[src/rtl/uart_pkg.sv]
// Shared types and constants for the UART transmit-side buffer.
package uart_pkg;
  localparam int UART_WIDTH = 8;

  typedef enum logic [1:0] {
    S_IDLE = 2'd0,
    S_REQ  = 2'd1,
    S_ACK  = 2'd2,
    S_DONE = 2'd3
  } txf_state_t;
endpackage

[src/rtl/uart_sync_fifo.sv]
// Circular byte FIFO with registered full/empty/level flags and sticky overflow.
// UART_TXF_ALMOST_FULL_EN adds AF_LEVEL and a registered almost_full_o.
module uart_sync_fifo #(
  parameter int DEPTH = 8,
  parameter int WIDTH = 8
`ifdef UART_TXF_ALMOST_FULL_EN
  ,
  parameter int AF_LEVEL = DEPTH - 2
`endif
) (
  input  logic                     clk,
  input  logic                     rst,
  input  logic [WIDTH-1:0]         wr_data_i,
  input  logic                     wr_en_i,
  input  logic                     rd_en_i,
  output logic [WIDTH-1:0]         rd_data_o,
  output logic                     full_o,
  output logic                     empty_o,
  output logic [$clog2(DEPTH):0]   level_o,
`ifdef UART_TXF_ALMOST_FULL_EN
  output logic                     almost_full_o,
`endif
  output logic                     overflow_o
);
  localparam int AW = $clog2(DEPTH);
  localparam int LW = AW + 1;

  logic [WIDTH-1:0] mem_q [DEPTH];
  logic [LW-1:0]    wr_ptr_q, wr_ptr_d, rd_ptr_q, rd_ptr_d, level_q, level_d;
  logic             full_q, empty_q, overflow_q;
  logic             wr_ok, rd_ok;

  // Gating uses the flags as they stood at the start of the cycle, so a
  // same-edge pop never frees a slot for a write while full.
  assign wr_ok    = wr_en_i && !full_q;
  assign rd_ok    = rd_en_i && !empty_q;
  assign wr_ptr_d = wr_ok ? wr_ptr_q + LW'(1) : wr_ptr_q;
  assign rd_ptr_d = rd_ok ? rd_ptr_q + LW'(1) : rd_ptr_q;
  assign level_d  = wr_ptr_d - rd_ptr_d;

  always_ff @(posedge clk) begin
    if (wr_ok) mem_q[wr_ptr_q[AW-1:0]] <= wr_data_i;
  end

  always_ff @(posedge clk) begin
    if (rst) begin
      wr_ptr_q   <= '0;
      rd_ptr_q   <= '0;
      level_q    <= '0;
      full_q     <= 1'b0;
      empty_q    <= 1'b1;
      overflow_q <= 1'b0;
    end else begin
      wr_ptr_q   <= wr_ptr_d;
      rd_ptr_q   <= rd_ptr_d;
      level_q    <= level_d;
      full_q     <= (level_d == LW'(DEPTH));
      empty_q    <= (level_d == '0);
      overflow_q <= overflow_q | (wr_en_i & full_q);
    end
  end

`ifdef UART_TXF_ALMOST_FULL_EN
  logic almost_full_q;
  always_ff @(posedge clk) begin
    if (rst) almost_full_q <= 1'b0;
    else     almost_full_q <= (level_d >= LW'(AF_LEVEL));
  end
  assign almost_full_o = almost_full_q;
`endif

  assign rd_data_o  = mem_q[rd_ptr_q[AW-1:0]];
  assign full_o     = full_q;
  assign empty_o    = empty_q;
  assign level_o    = level_q;
  assign overflow_o = overflow_q;
endmodule

[src/rtl/uart_tx_fifo.sv]
// Byte FIFO plus request sequencer feeding the UART core's transmit path.
// UART_TXF_ALMOST_FULL_EN adds parameter AF_LEVEL and output almost_full.
module uart_tx_fifo
  import uart_pkg::*;
#(
  parameter int DEPTH       = 8,
  parameter int WIDTH       = UART_WIDTH,
  parameter int ACK_TIMEOUT = 15
`ifdef UART_TXF_ALMOST_FULL_EN
  ,
  parameter int AF_LEVEL    = DEPTH - 2
`endif
) (
  input  logic                   clk,
  input  logic                   rst,
  input  logic [WIDTH-1:0]       wr_data,
  input  logic                   wr_en,
  output logic                   full,
  output logic                   empty,
  output logic [$clog2(DEPTH):0] level,
  output logic                   overflow,
  output logic                   ack_err,
`ifdef UART_TXF_ALMOST_FULL_EN
  output logic                   almost_full,
`endif
  input  logic                   tx_busy,
  output logic                   tx_req,
  output logic [WIDTH-1:0]       tx_data
);
  localparam int CW = (ACK_TIMEOUT > 2) ? $clog2(ACK_TIMEOUT) : 1;

  txf_state_t       state_q, state_d;
  logic [CW-1:0]    cnt_q, cnt_d;
  logic             tx_req_q, tx_req_d, ack_err_q, ack_err_d, pop;
  logic [WIDTH-1:0] tx_data_q, tx_data_d, head;

  uart_sync_fifo #(
    .DEPTH(DEPTH), .WIDTH(WIDTH)
`ifdef UART_TXF_ALMOST_FULL_EN
    , .AF_LEVEL(AF_LEVEL)
`endif
  ) u_fifo (
    .clk(clk), .rst(rst),
    .wr_data_i(wr_data), .wr_en_i(wr_en),
    .rd_en_i(pop), .rd_data_o(head),
    .full_o(full), .empty_o(empty), .level_o(level),
`ifdef UART_TXF_ALMOST_FULL_EN
    .almost_full_o(almost_full),
`endif
    .overflow_o(overflow)
  );

  always_comb begin
    state_d   = state_q;
    cnt_d     = cnt_q;
    tx_req_d  = 1'b0;
    tx_data_d = tx_data_q;
    ack_err_d = ack_err_q;
    pop       = 1'b0;
    case (state_q)
      S_IDLE: if (!empty && !tx_busy) begin
        pop       = 1'b1;
        tx_data_d = head;
        tx_req_d  = 1'b1;
        state_d   = S_REQ;
      end
      S_REQ: begin
        cnt_d   = '0;
        state_d = S_ACK;
      end
      // Timeout fires on the edge where the count would reach ACK_TIMEOUT-1,
      // i.e. ACK_TIMEOUT edges after tx_req rose.
      S_ACK: begin
        if (tx_busy) state_d = S_DONE;
        else if (cnt_q == CW'(ACK_TIMEOUT - 2)) begin
          ack_err_d = 1'b1;
          state_d   = S_IDLE;
        end else cnt_d = cnt_q + CW'(1);
      end
      S_DONE: if (!tx_busy) state_d = S_IDLE;
      default: state_d = S_IDLE;
    endcase
  end

  always_ff @(posedge clk) begin
    if (rst) begin
      state_q   <= S_IDLE;
      cnt_q     <= '0;
      tx_req_q  <= 1'b0;
      tx_data_q <= '0;
      ack_err_q <= 1'b0;
    end else begin
      state_q   <= state_d;
      cnt_q     <= cnt_d;
      tx_req_q  <= tx_req_d;
      tx_data_q <= tx_data_d;
      ack_err_q <= ack_err_d;
    end
  end

  assign tx_req  = tx_req_q;
  assign tx_data = tx_data_q;
  assign ack_err = ack_err_q;
endmodule
[config.mk]
export PLATFORM = sky130hd
export DESIGN_NAME = uart_tx_fifo
export DESIGN_NICKNAME = d
export VERILOG_FILES = /design/src/rtl/uart_pkg.sv /design/src/rtl/uart_sync_fifo.sv /design/src/rtl/uart_tx_fifo.sv
export SDC_FILE = /design/constraint.sdc
export NUM_CORES = 1
export LEC_CHECK = 0
export ABC_CLOCK_PERIOD_IN_PS = 4100
export BUFFER_PORTS_ARGS = -buffer_cell sky130_fd_sc_hd__buf_2
export CORE_MARGIN = 1
export CORE_UTILIZATION = 30
export CTS_CLUSTER_DIAMETER = 80
export DETAILED_ROUTE_END_ITERATION = 6
export SLEW_MARGIN = 20
export SYNTH_ARGS = -nofsm -noshare
export SYNTH_HDL_FRONTEND = slang
export SYNTH_SLANG_ARGS = --single-unit
[constraint.sdc]
create_clock -name clk -period 4.1 [get_ports clk]
set_input_delay 0.82 -clock clk [delete_from_list [all_inputs] [get_ports clk]]
set_output_delay 0.82 -clock clk [all_outputs]
set_load 0.01 [all_outputs]
After elaboration in Yosys (flattened, before gate mapping)

Memory sizes are Yosys's and may differ from the RTL's. A register that Yosys moved wholly into a read port is not among the register bits.
Cells that the tools add are included.

Input port bits: 12
Word-level logic and storage cells: 55
Memories: 1
Flip-flop bits (word level): 23
Memory bits (writable): 64

Memory list:

| name         | words | bits a word | rd ports | clocked after Yosys merged registers in | write ports | line                 | source |
|---|---|---|---|---|---|---|---|
| u_fifo.mem_q | 8     | 8           | 1        | 1                                       | 1           | uart_sync_fifo.sv:28 | `logic [WIDTH-1:0] mem_q [DEPTH];` |

Bitwise operators: 3
Eq/ne operators: 10
Add/sub/neg operators: 4
Reductions and logical operators: 13
Mux-type cells: 14

Operators by type and width:

| cell                                                                  | count |
|---|---|
| 4-bit two-way mux                                                     | 4 |
| 4-bit by 1-bit adder with 4-bit output, second input constant         | 3 |
| 3-bit AND reduction                                                   | 3 |
| 4-bit equality test, second input constant                            | 2 |
| 2-bit two-way mux                                                     | 4 |
| 2-bit != test, second input constant                                  | 4 |
| 2-bit case mux with 4 select lines                                    | 1 |
| 4-bit case mux with 2 select lines                                    | 1 |
| 2-bit equality test, second input constant                            | 2 |
| 4-bit zero test                                                       | 1 |
| 1-bit two-way mux                                                     | 4 |
| 4-bit subtractor                                                      | 1 |
| 1-bit logical AND                                                     | 3 |
| 1-bit zero test                                                       | 3 |
| 3-bit != test, second input constant                                  | 1 |
| 2-bit by 1-bit equality test with 1-bit output, second input constant | 1 |
| 2-bit zero test                                                       | 1 |
| 2-bit AND reduction                                                   | 1 |
| 2-bit nonzero test                                                    | 1 |
| 1-bit bitwise AND                                                     | 1 |
| 1-bit NOT                                                             | 1 |
| 1-bit bitwise OR                                                      | 1 |

Longest topological paths before layout

Depth after elaboration: 8
Gate-level depth with buffers: 8

Cells and area by module

From an unflattened synthesis, not the netlist that was laid out.

Cell total of the unflattened synthesis: 245
Area, all modules: 3737.3 um2

By module, submodules not included:

| module         | instances | area each (um2) | cells an instance | seq. area each (um2) |
|---|---|---|---|---|
| uart_sync_fifo | 1         | 3089.2          | 166               | 2222.1 |
| uart_tx_fifo   | 1         | 648.1           | 79                | 320.3 |

Worst setup path before layout

OpenSTA, ideal clock, no wires.

Path type: input to register
From: input tx_busy
To: register u_fifo.full_q (netlist: u_fifo.full_o)
Setup time: 0.078 ns
Buffers on the path: 1
Cell stages on the path: 8
Arrival time: 2.582 ns
Setup slack: 1.441 ns
Cells stage by stage: nor4_4 clkbuf_1 mux2i_1 inv_1 fa_1 xor2_1 nand3_1 nor3_1

Cells in the longest elaborated chain, start to end: 8

Ends and longest elaborated chain:

| item                   | line                 | source |
|---|---|---|
| start: declaration     | uart_tx_fifo.sv:26   | `input logic tx_busy,` |
| 1-bit zero test        | --                   |  |
| 1-bit logical AND      | uart_tx_fifo.sv:61   | `S_IDLE: if (!empty && !tx_busy) begin` |
| 1-bit two-way mux      | uart_tx_fifo.sv:61   |  |
| 1-bit two-way mux      | uart_tx_fifo.sv:60   | `case (state_q)` |
| 1-bit logical AND      | uart_sync_fifo.sv:36 | `assign rd_ok = rd_en_i && !empty_q;` |
| 4-bit two-way mux      | uart_sync_fifo.sv:38 | `assign rd_ptr_d = rd_ok ? rd_ptr_q + LW'(1) : rd_ptr_q;` |
| via u_fifo.rd_ptr_d[1] | uart_sync_fifo.sv:29 | `logic [LW-1:0] wr_ptr_q, wr_ptr_d, rd_ptr_q, rd_ptr_d, level_q, level_d;` |
| 4-bit subtractor       | uart_sync_fifo.sv:39 | `assign level_d = wr_ptr_d - rd_ptr_d;` |
| 4-bit equality test    | uart_sync_fifo.sv:57 | `full_q <= (level_d == LW'(DEPTH));` |
| end signal: assignment | uart_sync_fifo.sv:57 |  |
| end: declaration       | uart_sync_fifo.sv:30 | `logic full_q, empty_q, overflow_q;` |

The timed path passes the listed nets, and every way through them passes these cells.
A chain may end at the register's enable or synchronous reset.

Worst setup path in the final report

From: input wr_en
To: register u_fifo.empty_q (netlist: u_fifo.empty_o)

Cells in the longest elaborated chain, start to end: 4

Ends and longest elaborated chain:

| item                   | line                 | source |
|---|---|---|
| start: declaration     | uart_tx_fifo.sv:17   | `input logic wr_en,` |
| 1-bit logical AND      | uart_sync_fifo.sv:35 | `assign wr_ok = wr_en_i && !full_q;` |
| 4-bit two-way mux      | uart_sync_fifo.sv:37 | `assign wr_ptr_d = wr_ok ? wr_ptr_q + LW'(1) : wr_ptr_q;` |
| via u_fifo.wr_ptr_d[1] | uart_sync_fifo.sv:29 |  |
| 4-bit subtractor       | uart_sync_fifo.sv:39 |  |
| 4-bit zero test        | uart_sync_fifo.sv:58 | `empty_q <= (level_d == '0);` |
| end signal: assignment | uart_sync_fifo.sv:58 |  |
| end: declaration       | uart_sync_fifo.sv:30 |  |

The timed path passes the listed nets, and every way through them passes these cells.

==> results.yml <==
sta:
  worstMarginPinSlew_ns: 0.941
  setup_viol: 0
  finalCritPeriodShare_pct: 60.8
  maxSlewHeadroom_pct: 37.0
  fin_skew_ns: 0.00759
  finalHoldViolCount: 0
  grt_setup_unrepaired: "false"
  fmax_ghz: 0.401
  post-route-min-period_ns: 2.49
  tns_ns: 0
  maxSlewViolCount: 0
synth:
  synth_top_area_share_pct: 52.3
  ys_seq_area_share_pct: 69.1
  synth_fa_ha_area_share_pct: 2.93
  synth_cell_types: 29
  syn-num-nets: 251
  synth-seq-cells: 95
  yosys.area_share.simple_pct: 7.83
  synth_mux_area_share_pct: 12.5
  avgSynthCellArea_sq_um: 15.9
  syn_inst: 231
  synth_compound_area_share_pct: 3.27
  synth_top_family_by_area: "multiplexers"
  synth_xor_area_share_pct: 2.79
  synth.cell_area_sq_um: 3680
  synthTopCellsByArea: "edfxtp_1, dfxtp_1, mux4_2, nor2_1, mux2i_1"
  ys.warnings.count: 0
  synth_top_cell_by_area: "edfxtp_1"
floorplan:
  die_h_microns: 113
  dieArea_sq_um: 12700
  rows: 40
  ios: 29
  start_util_pct: 30.7
  fp.dieW_microns: 113
  core_sq_um: 12000
finish:
  antenna_cells: 0
  final_util_pct: 35.9
  drive_above_1_share_pct: 24.4
  syn_to_final_growth_pct: 16.9
  nNetsFinal: 286
  nFillCells: 1133
routing:
  post-route-drc-count: 0
  routed_wl_mm: 6.35
  drtIter0Drc: 87
  wire_per_inst_microns: 15.2
  via_per_inst: 4.64
  antenna_left: 0
  num_vias: 1940
  dr.pass1.iters: 4
setup_path:
  worstSetupEndpointType: "register"
  crit_start: "wr_en"
  startpoint_type: "primary input"
  r2r_cells: 8
  crit_type: "in -> reg"
  crit_end: "u_fifo.empty_o"
  arrival_ns: 2.72
  critPathRequiredTime_ns: 4.33
  r2r_slack_ns: 1.68
  r2r_end: "u_fifo.empty_o"
  reg2reg_from: "state_q[1]"
  crit_fanout: 4
cts:
  h-tree-depth: 3
  hold_buffers: 0
  cts_setup_buffers: 0
  cts_buffer_depth: 2
  cts-root-buf: "clkbuf_16"
  cts_repair_resize_count: 0
  cts.sinks: 95
  cts_buffers: 9
  cts_tree: "yes"
  clkTransAtPathRegs_ns: 0.07
  clk_latency_ns: 0.34
pwr:
  intPower_mw: 1.77
  p_clk_share_pct: 32.7
  power-per-cell-area_nw_per_um2: 567
  p_switching_mw: 0.670
  peakVddDrop_v: 0.000276
  pwr-share-seq_pct: 47.8
  swShare_pct: 27.5
  p_comb_share_pct: 19.5
  p_leak_nw: 1.49
global_route:
  antenna_found_initial: 0
  grt_pass1_vias: 1948
  grt-ovfl-total: 0
  gr-usage-all-layers_pct: 10.9
  grt_pass1_wl_mm: 10.2
  grt_max_degree: 32
flow_run:
  drv_cap: 0
hold_path:
  min_path_type: "reg -> reg"
status:
  status: "finished clean"
place:
  io_buffer_count: 28
  dp_hpwl_mm: 4.17
  place_congestion: 0.717
[layout by cell type (no fill, tap or decap), drive strengths merged, types with 2 or more instances in the layout]
cell type  synthesis  routed
nand3              3       3
inv                4       7
ha                 7       7
nor3               5       5
nand3b             2       2
o21ai              2       2
mux2i             10      10
nand2              4       4
a21oi              4       4
a31oi              2       2
clkbuf             6       9
nor2              34      34
a211oi             8       8
nor2b              5       5
xor2               4       4
clkinv             0       3
edfxtp            64      64
nand2b             4       4
xnor2              5       5
dfxtp             31      31
buf                4      34
mux4              16      16
[metal layers]
layer	track usage, %	part of all wire [%]	vias to the layer above
met3	3.05	4.0	8
li1	-	-	939
met1	13.6	46	961
met4	4.00	1.4	0
met5	0	0	-
met2	18.0	49	32
[synth_stat cells]
cell and n:
edfxtp_1 64, nor2_1 34, dfxtp_1 31, mux4_2 16, mux2i_1 10, a211oi_1 8
ha_1 7, clkbuf_1 6, nor2b_1 5, nor3_1 5, xnor2_1 5, a21oi_1 4
inv_1 4, nand2_1 4, nand2b_1 4, xor2_1 4, buf_2 3, nand3_1 3
a31oi_1 2, nand3b_1 2, o21ai_0 2, a41o_1 1, and3_1 1, buf_1 1
fa_1 1, nand4_1 1, nor4_4 1, o21a_1 1, xor3_1 1
[state kept, by name (all words and copies together), names as in the netlist, named ones only]
signal and count:
u_fifo.mem_q 64, u_fifo.level_o 4, u_fifo.rd_ptr_q 3, u_fifo.overflow_o 1, cnt_q 4, u_fifo.empty_o 1, tx_req 1, state_q 2
tx_data 8, u_fifo.full_o 1, u_fifo.wr_ptr_q 4, ack_err 1
[per-stage QoR]
step                area, sq um  hold slack, ns  setup WS (ns)  cells  power, mW
finish                     4300           0.473           1.61    418       2.44
global route               4300           0.508           1.42    418       2.56
CTS                        4300           0.486           1.59    418       2.47
detailed placement         4010           0.470           1.22    402       1.67
global placement           4010           0.449           1.30    402       1.66
floorplan                  3680           0.473           1.44    231       1.52
[worst min path at each step]
stage / to / from / slack, ns / cells after the start
final: u_fifo.overflow_o / u_fifo.overflow_o / 0.47 / 2
after global routing: ack_err / ack_err / 0.51 / 2
after CTS: ack_err / ack_err / 0.49 / 2
after detailed placement: ack_err / ack_err / 0.47 / 2
after global placement: u_fifo.overflow_o / u_fifo.overflow_o / 0.45 / 2
after floorplan: u_fifo.rd_ptr_q[3] / u_fifo.rd_ptr_q[3] / 0.47 / 2
[worst max-delay path, cell delays in order]
cell	delay [ns]
buf_2	0.09
nor2b_1	0.29
mux2i_1	0.39
inv_1	0.08
ha_1	0.27
nand2_1	0.05
o21ai_0	0.18
xor3_1	0.28
a41o_1	0.26
[power by group through the flow]
| stage | clock network, mW | logic [mW] | registers, mW |
|---|---|---|---|
| floorplan | 0 | 0.314 | 1.21 |
| global placement | 0 | 0.476 | 1.18 |
| detailed placement | 0 | 0.484 | 1.19 |
| CTS | 0.819 | 0.485 | 1.17 |
| global route | 0.853 | 0.534 | 1.18 |
| finish | 0.796 | 0.475 | 1.17 |
[layout make-up]
cell class	instances	area (sq um)	area share [%]
clock buffer	9	225	5.24
clock inverter	7	67.6	1.57
timing repair buffer	34	185	4.31
tap	147	184	4.28
multi-input combinational	122	1080	25.1
inverter	4	15.0	0.349
sequential	95	2540	59.2
[cells by family (layout without fill, tap and decap cells)]
kind of cell,count (synthesis),in the layout
mux,26,26
flops,95,95
fa+ha+maj,8,8
compound gates,18,18
xor+xnor,10,10
simple gates,60,60
buf+inv,14,54
(Power assumes the default switching activity.)
